$ cat src/rtl/vga_timing_gen.sv
// Parametrised VGA raster timing generator with registered sync/valid,
// line/frame strobes, pixel enable and a ce-qualified alignment delay line.
module vga_timing_gen #(
  parameter int H_ACTIVE = 640,
  parameter int H_FP     = 16,
  parameter int H_SYNC   = 96,
  parameter int H_BP     = 48,
  parameter int V_ACTIVE = 480,
  parameter int V_FP     = 10,
  parameter int V_SYNC   = 2,
  parameter int V_BP     = 33,
  parameter bit H_POL    = 1'b0,
  parameter bit V_POL    = 1'b0,
  parameter int CW       = 10,
  parameter int DELAY    = 2
) (
  input  logic          clk_25m,
  input  logic          rst,
  input  logic          ce,
  output logic [CW-1:0] pixel_x,
  output logic [CW-1:0] pixel_y,
  output logic          valid,
  output logic          hsync,
  output logic          vsync,
  output logic          line_start,
  output logic          frame_start,
  output logic          valid_d,
  output logic          hsync_d,
  output logic          vsync_d
);

  localparam int H_TOTAL = H_ACTIVE + H_FP + H_SYNC + H_BP;
  localparam int V_TOTAL = V_ACTIVE + V_FP + V_SYNC + V_BP;
  localparam int HS_BEG  = H_ACTIVE + H_FP;
  localparam int HS_END  = HS_BEG + H_SYNC;
  localparam int VS_BEG  = V_ACTIVE + V_FP;
  localparam int VS_END  = VS_BEG + V_SYNC;

  localparam logic [CW-1:0] X_LAST = CW'(H_TOTAL - 1);
  localparam logic [CW-1:0] Y_LAST = CW'(V_TOTAL - 1);
  localparam logic [2:0]    IDLE   = {1'b0, ~H_POL, ~V_POL};

  if ((64'd1 << CW) < 64'(H_TOTAL) ||
      (64'd1 << CW) < 64'(V_TOTAL)) begin : g_cw_chk
    $error("vga_timing_gen: CW too narrow for H_TOTAL/V_TOTAL");
  end

  if (DELAY < 0 || DELAY > 7) begin : g_dly_chk
    $error("vga_timing_gen: DELAY must be 0..7");
  end

  logic [CW-1:0] x_q, x_d;
  logic [CW-1:0] y_q, y_d;
  logic          act_q, act_d;
  logic          hs_q, hs_d;
  logic          vs_q, vs_d;
  logic          ls_q, ls_d;
  logic          fs_q, fs_d;

  always_comb begin
    x_d = x_q;
    y_d = y_q;
    if (ce) begin
      if (x_q == X_LAST) begin
        x_d = '0;
        y_d = (y_q == Y_LAST) ? '0 : y_q + CW'(1);
      end else begin
        x_d = x_q + CW'(1);
      end
    end
  end

  // Qualifiers decode the next position so they land with the coordinates.
  always_comb begin
    act_d = (int'(x_d) < H_ACTIVE) && (int'(y_d) < V_ACTIVE);
    hs_d  = (int'(x_d) >= HS_BEG && int'(x_d) < HS_END) ? H_POL : ~H_POL;
    vs_d  = (int'(y_d) >= VS_BEG && int'(y_d) < VS_END) ? V_POL : ~V_POL;
    ls_d  = (x_d == '0);
    fs_d  = (x_d == '0) && (y_d == '0);
  end

  always_ff @(posedge clk_25m) begin
    if (rst) begin
      x_q   <= X_LAST;
      y_q   <= Y_LAST;
      act_q <= 1'b0;
      hs_q  <= ~H_POL;
      vs_q  <= ~V_POL;
      ls_q  <= 1'b0;
      fs_q  <= 1'b0;
    end else if (ce) begin
      x_q   <= x_d;
      y_q   <= y_d;
      act_q <= act_d;
      hs_q  <= hs_d;
      vs_q  <= vs_d;
      ls_q  <= ls_d;
      fs_q  <= fs_d;
    end
  end

  assign pixel_x     = x_q;
  assign pixel_y     = y_q;
  assign valid       = act_q;
  assign hsync       = hs_q;
  assign vsync       = vs_q;
  assign line_start  = ls_q;
  assign frame_start = fs_q;

  if (DELAY == 0) begin : g_nodly
    assign {valid_d, hsync_d, vsync_d} = {act_q, hs_q, vs_q};
  end else begin : g_dly
    logic [2:0] pipe_q [DELAY];

    always_ff @(posedge clk_25m) begin
      if (rst) begin
        for (int i = 0; i < DELAY; i++) pipe_q[i] <= IDLE;
      end else if (ce) begin
        pipe_q[0] <= {act_q, hs_q, vs_q};
        for (int i = 1; i < DELAY; i++) pipe_q[i] <= pipe_q[i-1];
      end
    end

    assign {valid_d, hsync_d, vsync_d} = pipe_q[DELAY-1];
  end

endmodule

$ cat config.mk
export PLATFORM = sky130hd
export DESIGN_NAME = vga_timing_gen
export DESIGN_NICKNAME = d
export VERILOG_FILES = /design/src/rtl/vga_timing_gen.sv
export SDC_FILE = /design/constraint.sdc
export NUM_CORES = 1
export LEC_CHECK = 0
export CORE_MARGIN = 5
export CORE_UTILIZATION = 30
export DETAILED_ROUTE_END_ITERATION = 16
export DONT_BUFFER_PORTS = 1
export HOLD_SLACK_MARGIN = 0.05
export PLACE_DENSITY = 0.51
export SYNTH_ARGS = -nofsm -noshare
export SYNTH_HDL_FRONTEND = slang
export SYNTH_SLANG_ARGS = --single-unit
$ cat constraint.sdc
create_clock -name clk_25m -period 2.38 [get_ports clk_25m]
set_input_delay 0.476 -clock clk_25m [delete_from_list [all_inputs] [get_ports clk_25m]]
set_output_delay 0.476 -clock clk_25m [all_outputs]
set_load 0.005 [all_outputs]
Word-level counts from Yosys, hierarchy flattened
Memories as Yosys holds them, arrays and structs flattened. Cells that the tools add are included.

Register bits: 25. Output and inout port bits: 28. RAM bits: 6. Memories kept: 1. Word-level logic and storage cells: 40.

Multiplexer cells: 14. Bitwise operators: 2. $lt $le $gt $ge: 6. Add/sub/neg operators: 2. Equal/unequal tests: 2. Reduce and logical (&&, ||, !) cells: 6.

Memory list: g_dly.pipe_q (words 2, width 3, read ports 2, clocked after memory_dff 0, write ports 2, RTL line 113) `logic [2:0] pipe_q [DELAY];`.

Operators by type and width (number): 2-to-1 mux 10 bit (5); adder 10 x 1 -> 10 bit (second input constant) (2); equality test 10 bit (second input constant) (2); zero test 10 bit (2); less-than comparator 10 bit (second input constant) (2); less-than comparator 10 x 9 -> 1 bit (second input constant) (2); greater-or-equal comparator 10 bit (second input constant) (1); greater-or-equal comparator 10 x 9 -> 1 bit (second input constant) (1); 2-to-1 mux 1 bit (7); 2-to-1 mux 3 bit (2); logical AND 1 bit (4); bitwise OR 1 bit (2).

Longest topological paths before layout
Gate-level depths: netlist of the first run.

Depth after elaboration: 7. Gate-level depth with buffers: 8. Mapped depth without buffers: 8.

Worst setup path after synthesis of the first run
Ideal clock, no wire load.

Path type: reg-to-reg. From: register x_q[0], in the netlist pixel_x[0]. To: register fs_q, in the netlist frame_start. Slack: 261 ps. Library setup time: 59 ps. Stages on the path, launching flop included: 8. Arrival: 2060 ps. Cell sequence: dfxtp_1 -> ha_1 -> and3_1 -> and2b_2 -> o21ai_0 -> or4b_1 -> nor4b_2 -> a31o_1.

Word-level cells in the longest chain between the ends: 5.

Ends and longest elaborated chain: from (decl) (RTL line 52) `logic [CW-1:0] x_q, x_d;`; from (signal assigned) (RTL line 84) `x_q <= X_LAST;`; from (signal assigned) (RTL line 92) `x_q <= x_d;`; adder 10 x 1 -> 10 bit or equality test 10 bit (tied branches) (RTL line 68, 64); 2-to-1 mux 10 bit (RTL line 64) `if (x_q == X_LAST) begin`; 2-to-1 mux 10 bit (RTL line 63) `if (ce) begin`; zero test 10 bit (RTL line 79) `fs_d = (x_d == '0) && (y_d == '0);`; logical AND 1 bit * (RTL line 79); to (signal assigned) (RTL line 98) `fs_q <= fs_d;`; to (decl) (RTL line 58) `logic fs_q, fs_d;`.

Mark *: on every way between the ends. The rest lies on a longest branch, timed or not. A chain may end at the register's enable or synchronous reset.

Worst setup path after layout of the first run
From: register y_q[0], in the netlist pixel_y[0]. To: register act_q, in the netlist valid.

Word-level cells in the longest chain between the ends: 6.

Ends and longest elaborated chain: from (decl) (RTL line 53) `logic [CW-1:0] y_q, y_d;`; from (signal assigned) (RTL line 93) `y_q <= y_d;`; adder 10 x 1 -> 10 bit or equality test 10 bit (tied branches) (RTL line 66) `y_d = (y_q == Y_LAST) ? '0 : y_q + CW'(1);`; 2-to-1 mux 10 bit (RTL line 66); 2-to-1 mux 10 bit (RTL line 64); 2-to-1 mux 10 bit * (RTL line 63); less-than comparator 10 x 9 -> 1 bit * (RTL line 75) `act_d = (int'(x_d) < H_ACTIVE) && (int'(y_d) < V_ACTIVE);`; logical AND 1 bit * (RTL line 75); to (signal assigned) (RTL line 94) `act_q <= act_d;`; to (decl) (RTL line 54) `logic act_q, act_d;`.

Marked as above.

==> impl_results.md, run 1 <==
* Levels on crit path at 10
* Met3 usage at around 5.4%
* Met2 Use GR at 22.4%
* Crit end category: register
* Final count of negative-setup-slack endpoints at 0
* Largest net degree at the start of global routing at 19
* Final Worst Setup Slack at roughly 0.17 ns
* TritonCTS clock tree: built
* Hold Path Cell Cnt at 1
* Design Power at roughly 1.5 mW
* Die area at 7430 sq um
* First-pass DRT Iterations at 4
* Final worst path period share at 93.0%
* Worst hold slack at approximately 0.25 ns
* Top delay family on crit path: simple AND/OR/NAND/NOR gates
* Gpl congestion at 0.793
* Crit path kind: reg -> reg
* Hold bufs inserted after CTS at 0
* Power per cell area at approximately 760 nW/um^2
* Initial DRC count at between 100 and 150
* Post-synthesis register bit count at 31
* Area grow syn2layout at 16.5%
* Post-synth EDFFs at 6
* Root buf cell: clkbuf_8
* Final hold violations at 0
* CP startpoint kind: register
* Routed WL at 4910 microns
* Dpl ws at 0.0572 ns
* Mapped Avg Cell Area at ~8.6 sq um
* IO Pins at 31
* Setup TNS at 0 ns
* Hold Path Class: in -> reg
* Clock Latency Late Sink at between 0.2 and 0.3 ns
* FF/Latch Area at between 600 and 700 sq um
* Number of port buffers at 0
* Diode count at 0
* Via/cell ratio at 5.33
* Core ar. at between 5000 and 6000 sq um
* Library cells used by synthesis at 50
* CTS Buffer Depth at 2
* Fill count at 590
* GR Util met1 at 17.2%
* Worst Tran Pin Value at 0.428 ns
* Clock skew at around 0.0060 ns
* Congestion Overflow GR at 0
* Min Tclk post-route at around 2.2 ns
* CTS Buf Count at 5
* Slowest-stage cell, CP: or3_1
* Slew headroom at a little under three quarters
* Max cap viols at 0
* DIE HEIGHT at around 86 microns
* Slowest cell delay on critical path at roughly 0.39 ns
* H-tree Lvls at 2
* Post-synthesis sequential area ratio at between 30% and 40%
* Fmax at 0.452 GHz
* RSZ-0062 raised after global routing: no
* Final HPWL DP at 3650 microns
* Final #Nets at between 200 and 250
* Post-synth top flop: dfxtp_1
* CP Cell Sequence: inv_1 -> ha_1 -> nor4b_1 -> buf_4 -> nand3_1 -> nor3_1 -> buf_4 -> or3_1 -> nor4_2 -> o31ai_1
* Clock Sinks at 31
* Buffer and inverter count on the worst path at 3
* CP required at between 2 and 3 ns
* Synthesized area at between 1500 and 2000 sq um
* Initial antenna violation count at 0
* Total GRT Usage at between 10% and 20%
* Synth warn at 0
* DRC viols at 0
* Post-Syn Nets at between 200 and 250
* Wirelength per Cell at approximately 17 microns
* Pleak at about 0.78 nW
* Dpl cell area at slightly below 2000 sq um
* Rows at 27
* CP Max Fanout at 4
* Post-Syn Instances at ~200
* Multi-input gate area at between 1000 and 1500 sq um
* Crit path top cell by count: buf_4
* Vias in the first global route at 1551
* Crit path DAT at ~2.4 ns
* Initial core utilization at approximately 31%
* Cell area after layout at slightly above 2000 sq um
* Reg2reg path depth at 10
* DR vias at roughly 1600
* Antenna-violating nets left at 0
* DIE WIDTH at roughly 86 microns
* Post-CTS Setup Inserts at 0
* Status: completed
* First-pass GRT wire length at ~8200 microns
* VDD IR-drop max at roughly 0.20 mV
* Busiest grt layer: met2
* Ratio of cells with drive above 1 in the final layout at between 10 and 15%
* Max Slew Vio Count at 0
* FFs w/ async S/R, synth at 0%
* CTS clk-pin slew, worst paths at approximately 0.070 ns
per-stage QoR:
stage	std cells	utilization, %
global route	293	36.4
finish	293	36.4
detailed placement	285	34.7
global placement	285	34.7
floorplan	202	-
CTS	293	36.2
registers in the layout (all words and copies together) (netlist names):
| register | cells |
|---|---|
| pixel_x | 10 |
| pixel_y | 10 |
| g_dly.pipe_q | 6 |
| frame_start | 1 |
| hsync | 1 |
| line_start | 1 |
| valid | 1 |
| vsync | 1 |
area by class of cell:
cell class / count / area share, %
clock buffer: 5 / 3.39
clock inverter: 3 / 0.739
inverter: 7 / 1.29
multi-input combinational: 156 / 49.6
sequential: 31 / 33.5
tap: 72 / 4.44
timing repair buffer: 19 / 7.02
Yosys cell counts (7+ instances only):
master	number	area share, %
dfxtp_1	25	29
nor2_1	19	4.1
nand2_1	14	3.0
o21ai_0	13	3.7
nand3_1	11	3.2
or3_1	8	2.9
and3_1	7	2.5
inv_1	7	1.5
nand4_1	7	2.5
xnor2_1	7	3.5
cells in the final DEF (no fill, tap or decap), types with 5 or more instances in the layout:
cell type  netlist  final
and3_1           7      7
nor2_1          19     19
nand3_1         11     10
o21ai_0         13     13
a21oi_1          6      6
edfxtp_1         6      6
xnor2_1          7      7
nor3_1           5      5
buf_4            1     19
xor2_1           5      5
or3_1            8      8
nand2_1         14     14
clkbuf_8         0      5
nand4_1          7      7
inv_1            7      7
a31oi_1          6      6
dfxtp_1         25     25
and2_1           6      6
routing by layer:
metal / vias up / part of all wire [%]
met2: 45 / 46
met4: 0 / 0.90
met1: 724 / 45
li1: 790 / -
met3: 4 / 8.3
met5: - / 0
final timing paths:
check	from	end	slack, ns
worst max-delay path	pixel_y[0]	valid	0.17
worst max register to register	pixel_y[0]	valid	0.17
worst min-delay path	rst	pixel_y[5]	0.25
worst min register to register	line_start	line_start	0.51
power by group:
group | leakage [nW] | switching (mW) | internal [mW] | total [mW]
Combinational | 0.476 | 0.283 | 0.213 | 0.496
Clock | 0.0477 | 0.210 | 0.200 | 0.410
Sequential | 0.255 | 0.0545 | 0.575 | 0.629
Total | 0.779 | 0.547 | 0.987 | 1.53
cell families after synthesis:
kind of cell    Yosys count  share of synthesized area, %
simple gates             98                          32.7
compound gates           42                          15.5
flops                    31                          39.1
buf+inv                  15                          3.95
xor+xnor                 12                          6.03
fa+ha+maj                 3                          2.15
mux                       1                         0.574
timing repair:
item | 4_1_cts | 5_1_grt
setup endpoints to repair | 0 | 3
hold endpoints to repair | 0 | 0
gates resized for setup | 0 | 2
No activity file was read; power rests on OpenSTA's default activity.
==> inputs of run 2 (changes only) <==
--- a/config.mk
+++ b/config.mk
@@ -6,11 +6,11 @@
 export NUM_CORES = 1
 export LEC_CHECK = 0
 export CORE_MARGIN = 5
-export CORE_UTILIZATION = 30
+export CORE_UTILIZATION = 55
 export DETAILED_ROUTE_END_ITERATION = 16
 export DONT_BUFFER_PORTS = 1
 export HOLD_SLACK_MARGIN = 0.05
-export PLACE_DENSITY = 0.51
+export PLACE_DENSITY = 0.7
 export SYNTH_ARGS = -nofsm -noshare
 export SYNTH_HDL_FRONTEND = slang
 export SYNTH_SLANG_ARGS = --single-unit
==> impl_results.md, run 2 (synthesis results as in run 1) <==
* Status: completed
* Slew headroom at 72.4% (+0.98 points)
* Initial core utilization at 57.1% (+26 points)
* First-pass GRT wire length at 7310 microns (-10%)
* Power per cell area at 789 nW/um^2 (+4.4%)
* Commonest non-fill, non-tap cells in the layout: dfxtp_1 (25), nor2_1 (19), nand2_1 (14)
* Rows at 20 (-26%)
* Max cap viols at 0 (unchanged)
* Hold Path Class: in -> reg
* Area grow syn2layout at 10.7%
* Switch share at 34.9% (-0.79 points)
* Worst Tran Pin Value at 0.408 ns (-0.0200 ns)
* CTS Buffer Depth at 2 (unchanged)
* Congestion Overflow GR at 0 (unchanged)
* VDD IR-drop max at 0.405 mV (+100%)
* Number of port buffers at 0 (unchanged)
* Root buf cell: clkbuf_4
* DIE WIDTH at 66.3 microns (-23%)
* Clock Sinks at 31 (unchanged)
* Cell area after layout at 1930 sq um (-5.0%)
* CP Max Fanout at 4 (unchanged)
* CTS Buf Count at 5 (unchanged)
* Final count of negative-setup-slack endpoints at 0 (unchanged)
* Top delay family on crit path: simple AND/OR/NAND/NOR gates
* Comb pwr share at 30.9% (-1.4 points)
* CP startpoint kind: register
* Clock skew at 0.0109 ns (+0.00486 ns)
* Ratio of cells with drive above 1 in the final layout at 12.2% (-2.7 points)
* Wirelength per Cell at 17.4 microns (+4.1%)
* Final #Nets at 218 (-3.5%)
* Post-CTS Setup Inserts at 0 (unchanged)
* Final HPWL DP at 3300 microns (-9.7%)
* Slowest cell delay on critical path at 0.35 ns (-0.04 ns)
* Dpl cell area at 1840 sq um (-4.9%)
* DR vias at 1630 (+4.3%)
* Worst hold slack at 0.188 ns (-0.0649 ns)
* Sequential Power Share at 41.5% (+0.5 points)
* Largest net degree at the start of global routing at 19 (unchanged)
* Fmax at 0.441 GHz (-2.5%)
* Gpl congestion at 0.927 (+17%)
* CTS clk-pin slew, worst paths at 0.11 ns (+0.04 ns)
* Int Pwr at 0.991 mW (+0.39%)
* Final hold violations at 0 (unchanged)
* Crit path DAT at 2.57 ns (+0.19 ns)
* DRC viols at 0 (unchanged)
* Clock share of power at 27.6% (+0.9 points)
* Die area at 4400 sq um (-41%)
* H-tree Lvls at 2 (unchanged)
* Initial antenna violation count at 0 (unchanged)
* Commonest non-fill, non-tap cell in the layout: dfxtp_1
* Total GRT Usage at 21.8% (+7.8 points)
* Pleak at 0.729 nW (-6.3%)
* RSZ-0062 raised after global routing: yes
* Clock Latency Late Sink at 0.34 ns (+0.05 ns)
* TritonCTS clock tree: built
* Max Slew Vio Count at 0 (unchanged)
* Final worst path period share at 95.4% (+2.4 points)
* Crit path kind: reg -> reg
* Routed WL at 4480 microns (-8.7%)
* DIE HEIGHT at 66.3 microns (-23%)
* First-pass DRT Iterations at 4 (unchanged)
* Switching power at 0.531 mW (-3.0%)
* CP required at 2.68 ns (+0.14 ns)
* Antenna-violating nets left at 0 (unchanged)
* Via/cell ratio at 6.34 (+19%)
* IO Pins at 31 (unchanged)
* Initial DRC count at 178 (+60%)
* Crit end category: register
* Min Tclk post-route at 2.27 ns (+0.0576 ns)
* Buffer and inverter count on the worst path at 1 (-2)
* Vias in the first global route at 1538 (-0.84%)
* Diode count at 0 (unchanged)
* CP Cell Sequence: inv_1 -> ha_1 -> nor4b_1 -> nand3_1 -> and3_1 -> a221o_1 -> nor4_1 -> a31o_1
* Core ar. at 3050 sq um (-45%)
* Slowest-stage cell, CP: nor4b_1
[run 2: cell types whose count changed in the layout (fill, tap and decap cells not counted), sizes merged]
| cell | delta |
|---|---|
| clkinv | -1 |
| bufinv | +1 |
| buf | -8 |
[run 2: worst paths after layout]
check / startpoint / endpoint / slack (ns) / cells after the start
max reg2reg: pixel_y[0] / frame_start / 0.11 / 8
min: rst / pixel_y[4] / 0.19 / 1
min reg2reg: line_start / line_start / 0.50 / 1
max: pixel_y[0] / frame_start / 0.11 / 8
[run 2: final cells by class]
| class | instances | area, sq um |
|---|---|---|
| sequential | 31 | 681 |
| fill | 281 | 1120 |
| tap | 44 | 55.1 |
| clock buffer | 5 | 37.5 |
| multi-input combinational | 156 | 1000 |
| inverter | 7 | 26.3 |
| clock inverter | 3 | 43.8 |
| timing repair buffer | 11 | 82.6 |
[run 2: metal layers]
layer  GRT usage [%]  routed length (microns)  up-vias
met4            8.63                       78        0
met5               0                        0        -
li1                -                        -      770
met2            34.8                     2110       68
met3            7.31                      415        9
met1            26.6                     1880      783
[run 2: timing repair]
item	CTS	global route
gates resized for setup	0	2
hold buffers	0	0
setup endpoints to repair	0	3
[run 2: per-stage QoR]
step | instances | util [%] | TNS, ns | total power [mW] | setup WS [ns]
after floorplan | 202 | - | 0 | 0.980 | 0.261
after global placement | 249 | 60.2 | 0 | 1.08 | 0.169
after detailed placement | 249 | 60.2 | 0 | 1.10 | 0.119
after CTS | 257 | 62.9 | 0 | 1.51 | 0.113
after global routing | 257 | 63.2 | -0.191 | 1.61 | -0.0960
final | 257 | 63.2 | 0 | 1.52 | 0.110
[run 2: worst reg2reg max path, stage by stage, from the launching register on]
cell and delay (ns):
dfxtp_1 0.34, inv_1 0.11, ha_1 0.15, nor4b_1 0.36, nand3_1 0.25, and3_1 0.23
a221o_1 0.29, nor4_1 0.33, a31o_1 0.18
[run 2: power groups by stage]
stage               logic, mW  clock network (mW)  registers, mW
finish                  0.470               0.421          0.631
global route            0.515               0.453          0.640
CTS                     0.455               0.426          0.633
detailed placement      0.452                   0          0.644
global placement        0.442                   0          0.642
floorplan               0.350                   0          0.630
==> inputs of run 3 (changes only) <==
--- a/config.mk
+++ b/config.mk
@@ -5,7 +5,6 @@
 export SDC_FILE = /design/constraint.sdc
 export NUM_CORES = 1
 export LEC_CHECK = 0
-export CORE_MARGIN = 5
 export CORE_UTILIZATION = 55
 export DETAILED_ROUTE_END_ITERATION = 16
 export DONT_BUFFER_PORTS = 1
==> impl_results.md, run 3 (synthesis results as in run 1) <==
* Initial antenna violation count at 0 (unchanged)
* Slew headroom at 69.5% (-3.0 points)
* Die area at 3400 sq um (-23%)
* Hold Path Class: in -> reg
* Clock Latency Late Sink at 0.33 ns (about the same)
* Crit end category: register
* CTS Buf Count at 5 (unchanged)
* Antenna-violating nets left at 0 (unchanged)
* Commonest non-fill, non-tap cells in the layout: dfxtp_1 (25), nor2_1 (19), buf_4 (15)
* Fmax at 0.451 GHz (+2.3%)
* Dpl ws at 0.132 ns (+0.0130 ns)
* Congestion Overflow GR at 0 (unchanged)
* DIE WIDTH at 58.3 microns (-12%)
* Crit path DAT at 2.50 ns (-0.07 ns)
* IO Pins at 31 (unchanged)
* Status: completed
* Root buf cell: clkbuf_4
* Dpl cell area at 1870 sq um (+1.6%)
* Final worst path period share at 93.2% (-2.2 points)
* CP startpoint kind: register
* Total GRT Usage at 27.7% (+5.9 points)
* Placed Instances at 253 (+1.6%)
* Final count of negative-setup-slack endpoints at 0 (unchanged)
* Hold bufs inserted after CTS at 0 (unchanged)
* Min Tclk post-route at 2.22 ns (-0.0513 ns)
* CP Max Fanout at 4 (unchanged)
* H-tree Lvls at 2 (unchanged)
* RSZ-0062 raised after global routing: no
* Clock skew at 0.0102 ns (-0.000736 ns)
* Final Worst Setup Slack at 0.161 ns (+0.0513 ns)
* CTS Buffer Depth at 2 (unchanged)
* Via/cell ratio at 6.30 (-0.63%)
* Crit path kind: reg -> reg
* Routed WL at 4280 microns (-4.6%)
* Clock share of power at 27.1% (-0.5 points)
* Rows at 20 (unchanged)
* Final HPWL DP at 3240 microns (-1.6%)
* Commonest non-fill, non-tap cell in the layout: dfxtp_1
* DR vias at 1645 (+0.92%)
* Clock Sinks at 31 (unchanged)
* Initial core utilization at 57.6% (+0.47 points)
* Post-layout utilization of the core at 64.9% (+1.7 points)
* Sequential Power Share at 41.0% (-0.5 points)
* Max Slew Vio Count at 0 (unchanged)
* Wirelength per Cell at 16.4 microns (-6.1%)
* Area grow syn2layout at 12.8%
* Final hold violations at 0 (unchanged)
* Post-route insts no fill at 261 (+1.6%)
* Post-CTS Setup Inserts at 0 (unchanged)
* Initial DRC count at 148 (-17%)
* Design Power at 1.53 mW (+0.56%)
* Final #Nets at 222 (+1.8%)
* VDD IR-drop max at 0.554 mV (+37%)
* Cell area after layout at 1970 sq um (+1.9%)
* Diode count at 0 (unchanged)
* DIE HEIGHT at 58.3 microns (-12%)
* CP required at 2.66 ns (-0.02 ns)
* TritonCTS clock tree: built
* Largest net degree at the start of global routing at 19 (unchanged)
* Ratio of cells with drive above 1 in the final layout at 13.8% (+1.6 points)
* First-pass DRT Iterations at 4 (unchanged)
* Switching power at 0.530 mW (-0.26%)
* Worst hold slack at 0.202 ns (+0.0142 ns)
* Max cap viols at 0 (unchanged)
* DRC viols at 0 (unchanged)
* Int Pwr at 1.00 mW (+1.0%)
* # resized after CTS at 0 (unchanged)
* Power per cell area at 779 nW/um^2 (-1.3%)
* Gpl congestion at 0.920 (-0.69%)
* Worst Tran Pin Value at 0.455 ns (+0.0468 ns)
* Setup TNS at 0 ns (unchanged)
* Switch share at 34.6% (-0.29 points)
* Comb pwr share at 31.8% (+0.9 points)
* Pleak at 0.755 nW (+3.6%)
* Vias in the first global route at 1525 (-0.85%)
* CTS clk-pin slew, worst paths at 0.10 ns (about the same)
* Core ar. at 3030 sq um (-0.82%)
* First-pass GRT wire length at 7070 microns (-3.3%)
* Number of port buffers at 0 (unchanged)
[run 3: cell count changes in the layout (fill, tap and decap cells not counted)]
cell / previous run / this run
buf_4: 11 / 15
nor4b_2: 1 / 0
ha_1: 3 / 2
ha_2: 0 / 1
nor4b_4: 1 / 2
nor3_2: 2 / 1
nor3_1: 3 / 4
[run 3: cell type report]
| type | count | area, sq um |
|---|---|---|
| flip-flops and latches | 31 | 681 |
| inverters | 7 | 26.3 |
| well taps | 44 | 55.1 |
| fillers | 282 | 1060 |
| multi-input cells | 156 | 1010 |
| repair buffers | 15 | 113 |
| clock buffers | 5 | 37.5 |
| clock inverters | 3 | 43.8 |
[run 3: final timing paths]
kind | from | endpoint | slack, ns | depth (start not counted)
setup reg to reg | pixel_y[0] | frame_start | 0.16 | 8
hold reg to reg | line_start | line_start | 0.50 | 1
hold / removal | rst | pixel_y[0] | 0.20 | 1
setup / recovery | pixel_y[0] | frame_start | 0.16 | 8
[run 3: routing by layer]
metal,vias to the layer above,global-route usage [%],routed length (microns)
met5,-,0,0
met4,0,9.86,83
met3,12,9.23,335
met2,64,43.2,1970
met1,779,36.0,1890
li1,790,-,-
[run 3: worst max-delay path, stage by stage, from the launching register on]
cell and delay [ns]:
dfxtp_1 0.33, inv_1 0.09, ha_1 0.14, nor4b_1 0.36, nand3_1 0.24, and3_1 0.23
a221o_1 0.29, nor4_1 0.32, a31o_1 0.18
[run 3: power by group through the flow]
stage	sequential (mW)	clock, mW	combinational (mW)
finish	0.628	0.415	0.488
global route	0.635	0.450	0.536
CTS	0.628	0.429	0.469
detailed placement	0.639	0	0.465
global placement	0.636	0	0.459
floorplan	0.630	0	0.350
